## config.mk

```make
export PLATFORM = sky130hd
export DESIGN_NAME = pdm_serializer_flat
export DESIGN_NICKNAME = d
export VERILOG_FILES = /design/src/rtl/pdm_pkg.sv /design/src/rtl/pdm_serializer_if.sv /design/src/rtl/pdm_clk_div.sv /design/src/rtl/pdm_serializer.sv /design/src/flat_wrapper.sv
export SDC_FILE = /design/constraint.sdc
export NUM_CORES = 1
export LEC_CHECK = 0
export BUFFER_PORTS_ARGS = -buffer_cell sky130_fd_sc_hd__buf_2
export CORE_MARGIN = 5
export CORE_UTILIZATION = 43
export CTS_BUF_LIST = sky130_fd_sc_hd__clkbuf_8
export CTS_CLUSTER_DIAMETER = 50
export DETAILED_ROUTE_END_ITERATION = 10
export PLACE_DENSITY_LB_ADDON = 0.08
export SYNTH_ARGS = -nofsm -noshare
export SYNTH_HDL_FRONTEND = slang
export SYNTH_SLANG_ARGS = --single-unit
```

## constraint.sdc

```tcl
create_clock -name clock -period 6.3 [get_ports clock]
set_clock_uncertainty 0.1 [all_clocks]
set_input_delay 0.315 -clock clock [delete_from_list [all_inputs] [get_ports clock]]
set_output_delay 0.315 -clock clock [all_outputs]
set_load 0.01 [all_outputs]
```

## src/rtl/pdm_pkg.sv

```systemverilog
`default_nettype none
// ============================================================================
// Module   : pdm_pkg
// Brief    : Shared PDM serial-link defaults and serializer state type.
// Revision : 1.0 - initial release
// ============================================================================
package pdm_pkg;

    localparam int unsigned C_WORD_W  = 16;
    localparam int unsigned C_CLK_DIV = 100;

    typedef enum logic [0:0] {
        IDLE  = 1'b0,
        SHIFT = 1'b1
    } ser_state_t;

endpackage : pdm_pkg
`default_nettype wire

```

## src/rtl/pdm_serializer_if.sv

```systemverilog
`default_nettype none
// ============================================================================
// Module   : pdm_serializer_if
// Brief    : Valid/ready sample-word stream into the PDM serializer.
// Revision : 1.0 - initial release
// ============================================================================
interface pdm_serializer_if #(
    parameter int unsigned WORD_W = pdm_pkg::C_WORD_W
);
    logic              s_valid;
    logic [WORD_W-1:0] s_data;
    logic              s_ready;

    modport master (output s_valid, output s_data, input  s_ready);
    modport slave  (input  s_valid, input  s_data, output s_ready);
endinterface : pdm_serializer_if
`default_nettype wire

```

## src/rtl/pdm_clk_div.sv

```systemverilog
`default_nettype none
// ============================================================================
// Module   : pdm_clk_div
// Brief    : Bit-period divider: bit_tick strobe and registered 50% bit clock.
// Revision : 1.0 - initial release
// ============================================================================
module pdm_clk_div #(
    parameter int unsigned CLK_DIV = pdm_pkg::C_CLK_DIV
) (
    input  wire  clock,
    input  wire  reset_n,
    input  wire  enable,
    output logic bit_tick,
    output logic pdm_clk_o
);
    localparam int unsigned         C_CNT_W = $clog2(CLK_DIV);
    localparam logic [C_CNT_W-1:0]  C_LAST  = C_CNT_W'(CLK_DIV - 1);
    localparam logic [C_CNT_W-1:0]  C_HALF  = C_CNT_W'(CLK_DIV / 2);

    logic [C_CNT_W-1:0] r_div_cnt;
    logic [C_CNT_W-1:0] w_div_nxt;
    logic               r_pdm_clk;

    always_comb begin
        w_div_nxt = '0;
        if (enable && (r_div_cnt != C_LAST))
            w_div_nxt = r_div_cnt + 1'b1;
    end

    // Clock is derived from the next count so its falling edge lines up with bit_tick.
    always_ff @(posedge clock or negedge reset_n) begin
        if (!reset_n) begin
            r_div_cnt <= '0;
            r_pdm_clk <= 1'b0;
        end else begin
            r_div_cnt <= w_div_nxt;
            r_pdm_clk <= (w_div_nxt >= C_HALF);
        end
    end

    assign bit_tick  = enable && (r_div_cnt == C_LAST);
    assign pdm_clk_o = r_pdm_clk;

endmodule : pdm_clk_div
`default_nettype wire

```

## src/rtl/pdm_serializer.sv

```systemverilog
`default_nettype none
// ============================================================================
// Module   : pdm_serializer
// Brief    : 16-bit word to MSB-first PDM bit stream with 1-deep holding register.
//            Define PDM_SIGMA_DELTA_EN for first-order delta-sigma output.
// Revision : 1.0 - initial release
// ============================================================================
module pdm_serializer
    import pdm_pkg::*;
#(
    parameter int unsigned WORD_W  = C_WORD_W,
    parameter int unsigned CLK_DIV = C_CLK_DIV
) (
    input  wire            clock,
    input  wire            reset_n,
    input  wire            enable,
    pdm_serializer_if.slave s,
    output logic           pdm_clk_o,
    output logic           pdm_data_o,
    output logic           done,
    output logic           underrun_o
);
    localparam int unsigned        C_CNT_W    = $clog2(WORD_W);
    localparam logic [C_CNT_W-1:0] C_LAST_BIT = C_CNT_W'(WORD_W - 1);

    ser_state_t         r_state;
    logic [WORD_W-1:0]  r_hold;
    logic [WORD_W-1:0]  r_shift;
    logic [C_CNT_W-1:0] r_bit_cnt;
    logic               r_hold_full;
    logic               r_s_ready;
    logic               r_data;
    logic               r_done;
    logic               r_underrun;

    logic w_tick, w_accept, w_last, w_load, w_emit, w_hold_full_nxt;
    logic w_first_bit, w_next_bit;

    pdm_clk_div #(.CLK_DIV(CLK_DIV)) u_clk_div (
        .clock     (clock),
        .reset_n   (reset_n),
        .enable    (enable),
        .bit_tick  (w_tick),
        .pdm_clk_o (pdm_clk_o)
    );

    assign w_accept        = s.s_valid && r_s_ready;
    assign w_last          = (r_state == SHIFT) && (r_bit_cnt == C_LAST_BIT);
    assign w_load          = w_tick && r_hold_full && ((r_state == IDLE) || w_last);
    assign w_emit          = w_load || (w_tick && (r_state == SHIFT) && !w_last);
    assign w_hold_full_nxt = w_accept || (r_hold_full && !w_load);

`ifdef PDM_SIGMA_DELTA_EN
    logic [WORD_W-1:0] r_word;
    logic [WORD_W-1:0] r_acc;
    logic [WORD_W-1:0] w_sd_src;
    logic [WORD_W:0]   w_sum;

    // Offset-binary view of the word being emitted; the carry out is the PDM bit.
    always_comb begin
        w_sd_src = w_load ? r_hold : r_word;
        w_sum    = {1'b0, r_acc} + {1'b0, ~w_sd_src[WORD_W-1], w_sd_src[WORD_W-2:0]};
    end

    always_ff @(posedge clock or negedge reset_n) begin
        if (!reset_n) begin
            r_word <= '0;
            r_acc  <= '0;
        end else if (!enable) begin
            r_word <= '0;
            r_acc  <= '0;
        end else begin
            if (w_load)
                r_word <= r_hold;
            if (w_emit)
                r_acc <= w_sum[WORD_W-1:0];
        end
    end

    assign w_first_bit = w_sum[WORD_W];
    assign w_next_bit  = w_sum[WORD_W];
`else
    assign w_first_bit = r_hold[WORD_W-1];
    assign w_next_bit  = r_shift[WORD_W-2];
`endif

    always_ff @(posedge clock or negedge reset_n) begin
        if (!reset_n) begin
            r_state     <= IDLE;
            r_hold      <= '0;
            r_shift     <= '0;
            r_bit_cnt   <= '0;
            r_hold_full <= 1'b0;
            r_s_ready   <= 1'b0;
            r_data      <= 1'b0;
            r_done      <= 1'b0;
            r_underrun  <= 1'b0;
        end else if (!enable) begin
            r_state     <= IDLE;
            r_hold      <= '0;
            r_shift     <= '0;
            r_bit_cnt   <= '0;
            r_hold_full <= 1'b0;
            r_s_ready   <= 1'b0;
            r_data      <= 1'b0;
            r_done      <= 1'b0;
            r_underrun  <= 1'b0;
        end else begin
            r_done      <= 1'b0;
            r_underrun  <= 1'b0;
            r_hold_full <= w_hold_full_nxt;
            r_s_ready   <= !w_hold_full_nxt;
            // A reload in the same cycle reads the old hold before it is overwritten.
            if (w_accept)
                r_hold <= s.s_data;
            if (w_load) begin
                r_shift   <= r_hold;
                r_bit_cnt <= '0;
                r_data    <= w_first_bit;
                r_state   <= SHIFT;
            end
            case (r_state)
                IDLE: begin
                    if (!w_load)
                        r_data <= 1'b0;
                end
                SHIFT: begin
                    if (w_tick) begin
                        if (w_last) begin
                            r_done <= 1'b1;
                            if (!r_hold_full) begin
                                r_underrun <= 1'b1;
                                r_state    <= IDLE;
                                r_data     <= 1'b0;
                            end
                        end else begin
                            r_shift   <= r_shift << 1;
                            r_bit_cnt <= r_bit_cnt + 1'b1;
                            r_data    <= w_next_bit;
                        end
                    end
                end
                default: r_state <= IDLE;
            endcase
        end
    end

    assign s.s_ready  = r_s_ready;
    assign pdm_data_o = r_data;
    assign done       = r_done;
    assign underrun_o = r_underrun;

endmodule : pdm_serializer
`default_nettype wire

```

## src/flat_wrapper.sv

```systemverilog
// flat-port wrapper written by rule: the top's interface ports become plain ports
module pdm_serializer_flat import pdm_pkg::*;
#(
    parameter int unsigned WORD_W  = C_WORD_W,
    parameter int unsigned CLK_DIV = C_CLK_DIV
)
  (clock, reset_n, enable, pdm_clk_o, pdm_data_o, done, underrun_o, s_s_valid, s_s_data, s_s_ready);
  pdm_serializer_if #(.WORD_W(WORD_W)) s_i ();
  input  wire clock;
  input  wire reset_n;
  input  wire enable;
  output logic pdm_clk_o;
  output logic pdm_data_o;
  output logic done;
  output logic underrun_o;
  input wire logic [$bits(s_i.s_valid)-1:0] s_s_valid;
  input wire logic [$bits(s_i.s_data)-1:0] s_s_data;
  output wire logic [$bits(s_i.s_ready)-1:0] s_s_ready;
  assign s_i.s_valid = s_s_valid;
  assign s_i.s_data = s_s_data;
  assign s_s_ready = s_i.s_ready;
  pdm_serializer #(.WORD_W(WORD_W), .CLK_DIV(CLK_DIV)) u_core (.clock(clock), .reset_n(reset_n), .enable(enable), .s(s_i), .pdm_clk_o(pdm_clk_o), .pdm_data_o(pdm_data_o), .done(done), .underrun_o(underrun_o));
endmodule
```

==> Word-level counts from Yosys, hierarchy flattened <==
Cells that the tools add are included.
{ "word_totals": {"register_bits": 50, "latchBits": 0, "ram_bits": 0, "rom_bits": 0, "in_bits": 20, "out_inout_bits": 5, "wordCells": 67, "memories": 0} }
{ "classes": {"addsub": 2, "mul": 0, "div": 0, "magnitude_cmp": 1, "eq_ne": 4, "shift": 0, "n_mux": 37, "bitwise_logic": 1, "n_reduce_logical": 11} }
{ "op_table": {"columns": ["operator", "n"], "rows": [
  ["2-to-1 mux 16 bit", 7],
  ["2-to-1 mux 1 bit", 23],
  ["2-to-1 mux 4 bit", 5],
  ["adder 7 x 1 -> 7 bit (second input constant)", 1],
  ["equality test 7 bit (second input constant)", 1],
  [">= comparator 7 x 6 -> 1 bit (second input constant)", 1],
  ["logical AND 1 bit", 7],
  ["2-to-1 mux 7 bit", 1],
  ["!= test 7 bit (second input constant)", 1],
  ["adder 4 x 1 -> 4 bit (second input constant)", 1],
  ["equality test 4 bit (second input constant)", 1],
  ["zero test 1 bit", 2],
  ["logical OR 1 bit", 2],
  ["!= test 2 x 1 -> 1 bit (second input constant)", 1],
  ["case mux 1 bit (2 select lines)", 1],
  ["NOT 1 bit", 1]
]} }

==> Longest topological paths before layout <==
{ "logic_depth": {"word_depth": 10, "mapped_depth": 8, "ltp_nobuf": 5} }

==> Modules after synthesis <==
Synthesis repeated with hierarchy kept, for this count alone.
{ "unflattened": {"hier_cells": 230, "hier_area_um2": 2343.5} }
{ "by_module_without_submodules": {"columns": ["mod", "n_inst", "cells_per_inst", "area_per_inst_um2", "seq_area_each_um2"], "rows": [
  ["pdm_serializer", 1, 190, 1916.8, 1026.0],
  ["pdm_clk_div", 1, 40, 426.7, 200.2]
]} }

==> Worst setup path after synthesis <==
Ideal clock, no wire load.
{ "synth_timing": {"path_kind": "reg-to-reg", "startpoint": "register u_core.u_clk_div.r_div_cnt[0]", "endpoint": "register u_core.r_shift[10]", "arrival_time_ps": 1744, "setup_slack_ps": 4319, "path_stages_with_launch": 9, "n_path_buf": 3, "synth_period_minus_slack_ps": 1981, "path_cell_list": "dfrtp_1 -> ha_1 -> clkbuf_1 -> and3_1 -> o2111ai_1 -> buf_4 -> buf_2 -> mux2i_1 -> a21oi_1"} }
{ "synth_between": {"elab_chain_len": 9} }
{ "synth_rtl": {"columns": ["item", "line_no", "text"], "rows": [
  ["start: declaration", "pdm_clk_div.sv:20", "logic [C_CNT_W-1:0] r_div_cnt;"],
  ["start signal: assignment", "pdm_clk_div.sv:36", "r_div_cnt <= w_div_nxt;"],
  ["equality test 7 bit *", "pdm_clk_div.sv:41", "assign bit_tick = enable && (r_div_cnt == C_LAST);"],
  ["logical AND 1 bit *", "pdm_clk_div.sv:41", null],
  ["logical AND 1 bit (2 in a row)", "pdm_serializer.sv:49", "assign w_load = w_tick && r_hold_full && ((r_state == IDLE) || w_last);"],
  ["2-to-1 mux 16 bit", "pdm_serializer.sv:116", "if (w_load) begin"],
  ["2-to-1 mux 16 bit", "pdm_serializer.sv:129", "if (w_last) begin"],
  ["2-to-1 mux 16 bit", "pdm_serializer.sv:128", "if (w_tick) begin"],
  ["2-to-1 mux 16 bit *", "pdm_serializer.sv:122", "case (r_state)"],
  ["2-to-1 mux 16 bit *", "pdm_serializer.sv:98", "end else if (!enable) begin"],
  ["end signal: assignment", "pdm_serializer.sv:117", "r_shift <= r_hold;"],
  ["end signal: assignment", "pdm_serializer.sv:137", "r_shift <= r_shift << 1;"],
  ["end: declaration", "pdm_serializer.sv:28", "logic [WORD_W-1:0] r_shift;"]
]} }
Every way passes the cells marked *; elsewhere a longest branch is shown, timed or not.
A chain may end at the register's enable or synchronous reset.

==> Final worst setup path <==
{ "layout_timing": {"startpoint": "register u_core.u_clk_div.r_div_cnt[2]", "endpoint": "register u_core.r_bit_cnt[2]"} }
{ "layout_between": {"elab_chain_len": 9} }
{ "layout_rtl": {"columns": ["item", "line_no", "text"], "rows": [
  ["equality test 7 bit *", "pdm_clk_div.sv:41", null],
  ["logical AND 1 bit *", "pdm_clk_div.sv:41", null],
  ["logical AND 1 bit (2 in a row)", "pdm_serializer.sv:49", null],
  ["2-to-1 mux 4 bit", "pdm_serializer.sv:116", null],
  ["2-to-1 mux 4 bit", "pdm_serializer.sv:129", null],
  ["2-to-1 mux 4 bit", "pdm_serializer.sv:128", null],
  ["2-to-1 mux 4 bit *", "pdm_serializer.sv:122", null],
  ["2-to-1 mux 4 bit *", "pdm_serializer.sv:98", null],
  ["end signal: assignment", "pdm_serializer.sv:138", "r_bit_cnt <= r_bit_cnt + 1'b1;"],
  ["end: declaration", "pdm_serializer.sv:29", "logic [C_CNT_W-1:0] r_bit_cnt;"]
]} }
Marked as above.

==> metrics.cfg <==
[place]
dp_hpwl_mm=2.95
gp_congestion=0.803
port_buffers=24
place_area_sq_um=2430

[routing]
postRouteAntennaNets=0
drtPass1Iterations=4
drcViolationCount=0
first_iter_violations=54
routedWlPerCell_um=13.6
vias_per_cell=5.18
wirelength_mm=4.34
vias=1646

[worst_setup_path]
ff2ff_path_depth=4
critical-path-slowest-cell=nand4_1
slowest_delay_ns=0.94
r2r_end=u_core.r_bit_cnt[2]
rr_startpoint=u_core.u_clk_div.r_div_cnt[2]
worstPathRequired_ns=6.39
worstPathMaxFanout=32
crit_arrival_ns=3.05
crit_chain=nor4b_2, nand4_1, mux2_2, a211oi_1
start_kind=flop
crit_path_end_kind=flop
crit_type=reg2reg
reg2reg_slack_ns=3.34

[pwr]
clkPwrFrac_pct=38.0
vdd_drop_max_v=0.000132
switching_power_uw=129
power_leakage_nw=1.20
power.internal_uw=463
p_seq_share_pct=55.4
swShare_pct=21.8
combinationalPowerShare_pct=6.6
power_density_nw_per_um2=232
total_power_uw=592

[global_route]
grt_pass1_wl_mm=7.61
first_global_vias=1599
antenna_found_initial=0
grt_start_max_net_pins=50
overflow=0
grt_usage_pct=14.6

[synth]
syn_area_per_cell_sq_um=9.93
ys_ff_latch=49
synth_top_area_share_pct=53.9
syn-cell-area_sq_um=2270
yosysWarnings=0
syn_nets=251
yosysTopAreaCell=dfrtp_1
synth_cell_type_count=34
synthTopCellsByArea=dfrtp_1 (54%), a21oi_1 (8.8%), mux2i_1 (6.6%)
syn_inst=229
yosysSeqAreaShare_pct=53.9

[clock_network]
cts_max_level=2
post_cts_buffers=0
clockBufferDepth=2
cts_tree=yes
cts-root-buf=clkbuf_8
cts_sinks=49
cts_buffers=5
cts_hold_buf=0
cts-resized-gates=0
clkLatencyLatePin_ns=0.29
path_clk_slew_ns=0.09

[die]
chipHeight_um=82.7
die_w_um=82.7
core_area_sq_um=5110
die_area_sq_um=6840
num_rows=26
pin_count=25
initial_core_util_pct=44.5

[status]
status=finished clean

[timing]
final_max_slew_viol_count=0
fin_setup_tns_ns=0
fmax_ghz=0.338
setup-violations-final=0
min_period_ns=2.96
post-route-period-util_pct=47.0
tightestPinTransition_ns=1.10
timing.slew.headroom_pct=26.8
holdWs_ns=0.00714
finalHoldViolCount=0
rsz0062_at_grt=false

[cells_and_area]
finish.net_count=269
area_growth_pct=12.1
n_fill_cell=512
regArea_sq_um=1230
finalInstanceArea_sq_um=2550
antenna_cells=0
final_common_cell=dfrtp_1
final_cell_mix=dfrtp_1 (49), a21oi_1 (40), nand2_1 (38)
drive_gt1_share_pct=16.5
multiInputGateArea_sq_um=973

[hold_path]
hp-class=in2async

[run]
max_cap_viol_count=0

==> power groups by stage <==
stage                     registers, mW  clock network (mW)  logic (mW)
after global routing              0.329               0.245      0.0459
after floorplan                   0.332                   0      0.0234
after detailed placement          0.334                   0      0.0401
final                             0.328               0.225      0.0391
after global placement            0.334                   0      0.0396
after CTS                         0.328               0.233      0.0404
==> metrics by stage <==
| stage | cells | utilization (%) | setup WS, ns |
|---|---|---|---|
| floorplan | 229 | - | 4.32 |
| global placement | 310 | 47.6 | 3.42 |
| CTS | 318 | 49.9 | 3.30 |
| global route | 318 | 49.9 | 3.05 |
| detailed placement | 310 | 47.6 | 3.36 |
| finish | 318 | 49.9 | 3.34 |
==> worst max-delay path by stage <==
stage,start,endpoint,slack [ns],cells after the start
2_1_floorplan,u_core.u_clk_div.r_div_cnt[0],u_core.r_shift[10],4.32,8
3_3_place_gp,u_core.u_clk_div.r_div_cnt[2],u_core.r_bit_cnt[2],3.42,4
3_5_place_dp,u_core.u_clk_div.r_div_cnt[2],u_core.r_bit_cnt[2],3.36,4
4_1_cts,u_core.u_clk_div.r_div_cnt[2],u_core.r_bit_cnt[2],3.30,4
5_1_grt,u_core.u_clk_div.r_div_cnt[2],u_core.r_bit_cnt[2],3.05,4
6_report,u_core.u_clk_div.r_div_cnt[2],u_core.r_bit_cnt[2],3.34,4
==> critical path: cells and delay by family (launching register included) <==
family | cells | cell delay (ns)
AND/OR/NAND/NOR | 2 | 1.43
AO/OA/AOI/OAI | 1 | 0.23
multiplexers | 1 | 0.61
flip-flops | 1 | 0.48
==> layout make-up <==
| type | instances | share of cell area [%] |
|---|---|---|
| clock buffers | 6 | 3.24 |
| clock inverters | 2 | 1.32 |
| inverters | 3 | 0.442 |
| multi-input cells | 162 | 38.2 |
| flip-flops and latches | 49 | 48.1 |
| well taps | 70 | 3.43 |
| repair buffers | 26 | 5.30 |
==> cell usage after synthesis <==
master      n
nor2_1      7
a211oi_1    2
and2_1      2
a31o_2      1
nand3_1    11
o2111ai_1   1
o31ai_1     1
mux2i_1    15
clkbuf_1   11
nor4b_2     1
xor2_1      3
buf_4       1
xnor2_1     1
a41oi_1     1
or4b_4      1
or3_1       3
o21ai_1     1
nor4_1      2
o21ai_0    18
nor4_4      1
and3_1      2
nand2_1    38
ha_1        2
inv_1       3
nand4_1     2
a21oi_1    40
or4_1       1
dfrtp_1    49
a2111oi_4   1
buf_2       2
buf_6       1
nor2b_1     1
a31oi_1     1
mux2_2      2
==> layer usage <==
layer | track usage, % | share of wire (%) | wire [um] | vias to the layer above
li1 | - | - | - | 849
met5 | 0 | 0 | 0 | -
met1 | 18.8 | 47 | 2060 | 776
met3 | 3.90 | 3.3 | 145 | 2
met4 | 4.41 | 0.62 | 27 | 0
met2 | 24.0 | 49 | 2110 | 19
==> cell families after synthesis <==
logic type	count (synthesis)	synth area share [%]
buffers and inverters	18	3.58
XOR/XNOR	4	1.54
AND/OR/NAND/NOR	72	15.7
flip-flops	49	53.9
multiplexers	17	7.59
AO/OA/AOI/OAI	67	16.6
adder cells (fa/ha/maj)	2	1.10
==> registers in the layout, summed over array words and instances, names as in the netlist, 4 cells and up <==
signal	cells
u_core.r_bit_cnt	4
u_core.u_clk_div.r_div_cnt	7
u_core.r_hold	16
u_core.r_shift	15
No activity file was read; power rests on OpenSTA's default activity.
